File: src/rtl/mem_pkg.sv
// Shared types and constants for the memory responder: FSM states,
// the memory-mapped display/switch address and default geometry.
package mem_pkg;

  typedef enum logic [1:0] {
    IDLE = 2'd0,
    WAIT = 2'd1,
    RESP = 2'd2
  } state_e;

  localparam logic [15:0] MMIO_ADDR           = 16'hFFFF;
  localparam int          DEFAULT_ADDR_W      = 8;
  localparam int          DEFAULT_WAIT_CYCLES = 2;

endpackage

File: src/rtl/mem_array.sv
// Single-port synchronous 16-bit RAM of 2^ADDR_W words with a registered,
// enable-gated read port (the output holds between reads).
module mem_array #(
  parameter int ADDR_W = 8
) (
  input  logic              clk,
  input  logic              we,
  input  logic              re,
  input  logic [ADDR_W-1:0] addr,
  input  logic [15:0]       wdata,
  output logic [15:0]       rdata
);

  logic [15:0] mem_q [2**ADDR_W];
  logic [15:0] rdata_q;

  always_ff @(posedge clk) begin
    if (we) mem_q[addr] <= wdata;
    if (re) rdata_q <= mem_q[addr];
  end

  assign rdata = rdata_q;

endmodule

File: src/rtl/mem_responder.sv
// Wait-state memory responder: on-chip RAM plus optional MMIO at 16'hFFFF
// (switch readback / Hex_Out display), enabled by MEM_RESPONDER_MMIO_EN.
module mem_responder
  import mem_pkg::*;
#(
  parameter int ADDR_W      = DEFAULT_ADDR_W,
  parameter int WAIT_CYCLES = DEFAULT_WAIT_CYCLES
) (
  input  logic        Clk,
  input  logic        Reset_al,
  input  logic        Req,
  input  logic        WE,
  input  logic [15:0] Addr,
  input  logic [15:0] WData,
  input  logic [15:0] Switches,
  output logic [15:0] RData,
  output logic        Ready,
  output logic        Busy,
  output logic [15:0] Hex_Out
);

  localparam logic [3:0] WAIT_LD = 4'(WAIT_CYCLES);

  state_e      state_q, state_d;
  logic [3:0]  cnt_q, cnt_d;
  logic [15:0] addr_q, addr_d;
  logic [15:0] wdata_q, wdata_d;
  logic        we_q, we_d;
  logic        ready_q, ready_d;
  logic        src_ram_q, src_ram_d;
  logic [15:0] side_q, side_d;

  logic        resp, ram_hit, ram_we, ram_re;
  logic [15:0] ram_rdata;

  always_ff @(posedge Clk or negedge Reset_al) begin
    if (!Reset_al) begin
      state_q <= IDLE;
      cnt_q   <= 4'd0;
    end else begin
      state_q <= state_d;
      cnt_q   <= cnt_d;
    end
  end

  always_comb begin
    state_d = state_q;
    cnt_d   = cnt_q;
    unique case (state_q)
      IDLE: if (Req) begin
        cnt_d   = WAIT_LD;
        state_d = (WAIT_LD == 4'd0) ? RESP : WAIT;
      end
      // Leave WAIT on the edge that brings the counter to zero.
      WAIT: begin
        cnt_d = cnt_q - 4'd1;
        if (cnt_q == 4'd1) state_d = RESP;
      end
      RESP:    state_d = IDLE;
      default: state_d = IDLE;
    endcase
  end

  always_comb begin
    resp    = (state_q == RESP);
    Busy    = (state_q != IDLE);
    ram_hit = ((addr_q >> ADDR_W) == 16'd0);
    ram_we  = resp && we_q && ram_hit;
    ram_re  = resp && !we_q && ram_hit;
  end

`ifdef MEM_RESPONDER_MMIO_EN
  logic        mmio_hit;
  logic [15:0] sw_meta_q, sw_sync_q;
  logic [15:0] hex_q, hex_d;

  assign mmio_hit = (addr_q == MMIO_ADDR);

  always_ff @(posedge Clk or negedge Reset_al) begin
    if (!Reset_al) begin
      sw_meta_q <= 16'h0000;
      sw_sync_q <= 16'h0000;
      hex_q     <= 16'h0000;
    end else begin
      sw_meta_q <= Switches;
      sw_sync_q <= sw_meta_q;
      hex_q     <= hex_d;
    end
  end

  always_comb begin
    hex_d = hex_q;
    if (resp && we_q && mmio_hit) hex_d = wdata_q;
  end

  assign Hex_Out = hex_q;
`else
  logic unused_switches;
  assign unused_switches = ^Switches;
  assign Hex_Out         = 16'h0000;
`endif

  always_comb begin
    addr_d    = addr_q;
    wdata_d   = wdata_q;
    we_d      = we_q;
    ready_d   = resp;
    src_ram_d = src_ram_q;
    side_d    = side_q;
    if (state_q == IDLE && Req) begin
      addr_d  = Addr;
      wdata_d = WData;
      we_d    = WE;
    end
    // Non-RAM read data is captured here; RAM data comes from the array's own register.
    if (resp && !we_q) begin
      src_ram_d = ram_hit;
      side_d    = 16'h0000;
`ifdef MEM_RESPONDER_MMIO_EN
      if (mmio_hit) side_d = sw_sync_q;
`endif
    end
  end

  always_ff @(posedge Clk or negedge Reset_al) begin
    if (!Reset_al) begin
      addr_q    <= 16'h0000;
      wdata_q   <= 16'h0000;
      we_q      <= 1'b0;
      ready_q   <= 1'b0;
      src_ram_q <= 1'b0;
      side_q    <= 16'h0000;
    end else begin
      addr_q    <= addr_d;
      wdata_q   <= wdata_d;
      we_q      <= we_d;
      ready_q   <= ready_d;
      src_ram_q <= src_ram_d;
      side_q    <= side_d;
    end
  end

  mem_array #(.ADDR_W(ADDR_W)) u_ram (
    .clk   (Clk),
    .we    (ram_we),
    .re    (ram_re),
    .addr  (addr_q[ADDR_W-1:0]),
    .wdata (wdata_q),
    .rdata (ram_rdata)
  );

  assign Ready = ready_q;
  assign RData = src_ram_q ? ram_rdata : side_q;

endmodule

File: config.mk
export PLATFORM = sky130hd
export DESIGN_NAME = mem_responder
export DESIGN_NICKNAME = d
export VERILOG_FILES = /design/src/rtl/mem_pkg.sv /design/src/rtl/mem_array.sv /design/src/rtl/mem_responder.sv
export SDC_FILE = /design/constraint.sdc
export NUM_CORES = 2
export LEC_CHECK = 0
export CAP_MARGIN = 20
export CORE_UTILIZATION = 66
export CTS_BUF_LIST = sky130_fd_sc_hd__clkbuf_8
export DETAILED_ROUTE_END_ITERATION = 7
export DONT_BUFFER_PORTS = 1
export PLACE_DENSITY = 0.82
export SYNTH_ARGS = -nofsm -noshare
export SYNTH_HDL_FRONTEND = slang
export SYNTH_SLANG_ARGS = --single-unit
export TNS_END_PERCENT = 5
File: constraint.sdc
create_clock -name Clk -period 4.74 [get_ports Clk]
set_input_delay 1.185 -clock Clk [delete_from_list [all_inputs] [get_ports Clk]]
set_output_delay 1.185 -clock Clk [all_outputs]
set_load 0.01 [all_outputs]
# Yosys cells after proc, flatten, opt, wreduce, memory -nomap -nowiden
# Memories as Yosys holds them, arrays and structs flattened. A register that Yosys moved wholly into a read port is not among the register bits.
# Cells that the tools add are included.
# word_totals
ff_bits	41
n_memories	1
input_bits	52
ramBits	4096
rom_bits	0
word_cells	34
latchBits	0
# classes
bitwise	0
shift	0
eq_ne	5
n_mux	8
multipliers	0
n_reduce_logical	12
div	0
add_sub_neg	1
order_cmp	0
# memory_table
name	words	word_bits	read_ports	rd_clocked_by_memory_dff	wr	line	rtl
u_ram.mem_q	256	16	1	1	1	mem_array.sv:14	logic [15:0] mem_q [2**ADDR_W];
# ops
op	n
$logic_not A16 Y1	1
$mux W16	1
$pmux W4 S2	1
$logic_and A1 B1 Y1	5
$eq A4 B1 Y1 const B	1
$mux W2	2
$mux W4	1
$ne A2 B2 Y1 const B	2
$pmux W2 S2	1
$reduce_and A2 Y1	2
$reduce_bool A2 Y1	2
$sub A4 B1 Y4 const B	1
$eq A2 B1 Y1 const B	1
$eq A2 B2 Y1 const B	1
$logic_not A2 Y1	1
$mux W1	2
$logic_not A1 Y1	1

# Longest topological paths before layout
# logic_depth
ltp_word	5
mapped_depth	9

# Hierarchy
# Synthesis repeated with hierarchy kept, for this count alone.
# hier_totals
cells_unflattened	6937
area_unflattened_um2	157456.0
# modules_own_cells
mod	cells_per_inst	seq_area_each_um2	instances	area_each_um2
mem_array	6727	123478.4	1	155559.2
mem_responder	210	1026.0	1	1896.8

# Worst setup path after synthesis
# Ideal clock, no wire load.
# synth_timing
path_type	flip-flop to flip-flop
startpoint	register wdata_q[0]
endpoint	memory u_ram.mem_q[0][0], data pin
path_buffers	0
required_ns	3.936
t_arrival_ns	3.183
slack_ns	0.753
synth_period_minus_slack_ns	3.987
path_stages_with_launch	1
path_cell_list	dfrtp_1
# synth_rtl
element	line	rtl
start, declared	mem_responder.sv:27	logic [15:0] wdata_q, wdata_d;
start signal, assigned	mem_responder.sv:135	wdata_q <= wdata_d;
end, declared	mem_array.sv:14	
# No word-level cell before the write port.

==> results.sh <==
export IMPL_reg2reg_slack_ns=0.35
export IMPL_holdBufCountCts=2
export IMPL_leakage_uw=0.0556
export IMPL_final_core_util_pct=74.4
export IMPL_startpoint="addr_q[0]"
export IMPL_vias_per_cell=7.19
export IMPL_r2r_cells=8
export IMPL_gr_usage_all_layers_pct=33.7
export IMPL_fmax_ghz=0.228
export IMPL_gp_congestion=0.892
export IMPL_numPortBuffers=0
export IMPL_grt_pass1_wl_um=571000
export IMPL_insertion_delay_ns=1.12
export IMPL_drc=0
export IMPL_wl_um=405000
export IMPL_grt_max_degree=241
export IMPL_powerDensity_nw_per_um2=587
export IMPL_end_kind="flop"
export IMPL_syn_inst=6914
export IMPL_first_pass_iters=6
export IMPL_cap_viol_max_count=0
export IMPL_dpl_hpwl_um=230000
export IMPL_synthXorXnorAreaFrac_pct=0
export IMPL_crit_path_end="u_ram.rdata[10]"
export IMPL_dieArea_um2=240000
export IMPL_wl_per_cell_um=35.8
export IMPL_peakVddDrop_uv=908
export IMPL_ys_seq_area_share_pct=79.2
export IMPL_setup_violations=0
export IMPL_cts_setup_buffers=0
export IMPL_clk_pin_slew_ns=0.07
export IMPL_layoutNonFillerInstCount=11300
export IMPL_synth_compound_area_share_pct=3.65
export IMPL_clock_sinks=4153
export IMPL_rsz0062_at_grt="false"
export IMPL_syn_area_um2=157000
export IMPL_tns_ns=0
export IMPL_rows=178
export IMPL_root_buffer="clkbuf_8"
export IMPL_slew_viol_final=0
export IMPL_synth_top_family_by_area="multiplexers"
export IMPL_cts_max_level=6
export IMPL_r2r_start="addr_q[0]"
export IMPL_synth_simple_gate_area_share_pct=1.18
export IMPL_hold_class="in -> reg"
export IMPL_fillers=11500
export IMPL_area_growth_pct=11.8
export IMPL_synth_seq_cells=4153
export IMPL_fin_crit_sh_pct=92.6
export IMPL_die_x_um=490
export IMPL_synth_area_mux_share_pct=14.7
export IMPL_worstMarginPinSlew_ns=1.34
export IMPL_dp_cells=10200
export IMPL_hold_viol=0
export IMPL_seq_area_um2=125000
export IMPL_cts_buffers=630
export IMPL_ios=86
export IMPL_arrival_ns=5.17
export IMPL_cp_start_kind="flop"
export IMPL_synth_adder_area_share_pct=0.0159
export IMPL_reg2reg_to="u_ram.rdata[10]"
export IMPL_ys_warn_count=0
export IMPL_grt_pass1_vias=81300
export IMPL_fin_nets=7736
export IMPL_worstPathRequired_ns=5.52
export IMPL_cts_resized=0
export IMPL_synth_distinct_cells=29
export IMPL_die_h_um=490
export IMPL_start_util_pct=66.6
export IMPL_ant_nets=0
export IMPL_coreArea_um2=236000
export IMPL_drtIter0Drc=13300
export IMPL_fin_crit_ns=4.39
export IMPL_path_class="reg -> reg"
export IMPL_path_max_fanout=30
export IMPL_clock_skew_ns=0.0872
export IMPL_grt_ovfl_total=0
export IMPL_syn_avg_cell_area_um2=22.7
export IMPL_cts_tree="built"
export IMPL_antenna_found_initial=20
export IMPL_worstHoldStart="WData[3]"
export IMPL_max_slew_margin_pct=10.6
export IMPL_multiInputGateArea_um2=30900
export IMPL_drive_gt1_share_pct=29.3
export IMPL_status="finished, final reports clean"
export IMPL_vias=81400
export IMPL_clock_path_buffers=4
[metrics by stage]
step                      total power, uW  hold WS, ns  area (um2)  setup slack [ns]
after floorplan                     65500        0.446      157000             0.753
after global placement              75100        0.471      164000             0.730
after detailed placement            76300        0.469      164000             0.642
after CTS                          103000        0.101      176000             0.539
after global routing               106000        0.137      176000             0.401
final                              103000        0.166      176000             0.353
[layout by cell type, fill, tap and decap left out, drive strengths merged, types with 2 or more instances in the layout]
cell type and count:
a21oi 256, nand2b 5, nor4 2, mux4 1024, nand4 17, edfxtp 4112, and2 19, inv 226
conb 16, nor2 260, nand2 125, buf 556, bufinv 10, clkinvlp 16, a22oi 512, o41ai 64
dfrtp 41, clkinv 210, o21ai 9, nand3 7, diode 17, nor2b 7, clkbuf 644, ha 2
nor3 4
[layout make-up]
| cell class | count | share of cell area [%] |
|---|---|---|
| Antenna cell | 17 | 0.0242 |
| Clock buffer | 644 | 5.05 |
| Clock inverter | 456 | 1.25 |
| Inverter | 6 | 0.0128 |
| Multi-Input combinational cell | 2334 | 17.6 |
| Sequential cell | 4153 | 70.9 |
| Tap cell | 3150 | 2.24 |
| Timing Repair Buffer | 557 | 2.89 |
[cells in the mapped netlist]
master	number	area (um2)
a21oi_1	256	1280
a22oi_1	512	3840
and2_1	19	119
and4b_1	1	10.0
buf_1	40	150
buf_2	90	450
buf_4	42	315
buf_6	8	90.1
clkbuf_1	256	961
conb_1	1	3.75
dfrtp_1	41	1030
edfxtp_1	4112	123000
ha_1	2	25.0
inv_1	6	22.5
mux4_2	1024	23100
nand2_1	125	469
nand2b_1	5	31.3
nand3_1	7	35.0
nand3b_1	1	7.51
nand4_1	17	106
nor2_1	260	976
nor2b_1	7	43.8
nor3_1	4	20.0
nor3b_1	1	7.51
nor4_1	2	12.5
o21ai_0	9	45.0
o41ai_1	64	561
or2_2	1	6.26
or4_1	1	7.51
[worst max-delay path: stages, from the launching register on]
cell     delay, ns
dfrtp_4       1.11
buf_12        0.32
buf_12        0.21
buf_4         0.25
mux4_2        0.52
a22oi_1       0.19
a21oi_1       0.21
o41ai_1       0.99
nand4_1       0.24
[worst min-delay path by stage]
stage | slack, ns | endpoint | cells past startpoint
finish | 0.17 | wdata_q[3] | 2
global placement | 0.47 | addr_q[13] | 2
detailed placement | 0.47 | addr_q[13] | 2
CTS | 0.10 | wdata_q[15] | 2
floorplan | 0.45 | addr_q[13] | 2
global route | 0.14 | wdata_q[11] | 2
[report_power, final]
part	switching, uW	total (uW)	internal, uW
Sequential	1660	47300	45600
Combinational	18400	29000	10600
Clock	13500	26700	13200
[state kept, by name (all words and copies together), names as in the netlist]
| name | flops |
|---|---|
| state_q | 2 |
| u_ram.mem_q | 4096 |
| addr_q | 16 |
| we_q | 1 |
| Ready | 1 |
| wdata_q | 16 |
| cnt_q | 4 |
| src_ram_q | 1 |
| u_ram.rdata | 16 |
[layer usage]
| layer | up-vias | routed length [um] | global-route usage (%) |
|---|---|---|---|
| met1 | 41500 | 129000 | 44.4 |
| met2 | 7434 | 193000 | 52.0 |
| met4 | 16 | 25300 | 18.2 |
| met3 | 1325 | 56300 | 9.07 |
| li1 | 31200 | - | - |
| met5 | - | 111 | 0 |
[cell families after synthesis]
| family | after synthesis |
|---|---|
| other | 1 |
| buffers and inverters | 442 |
| DFF | 4153 |
| muxes | 1024 |
| AOI/OAI and AO/OA | 841 |
| adders and majority gates | 2 |
| and+or+nand+nor | 451 |
No activity file was read; power rests on OpenSTA's default activity.
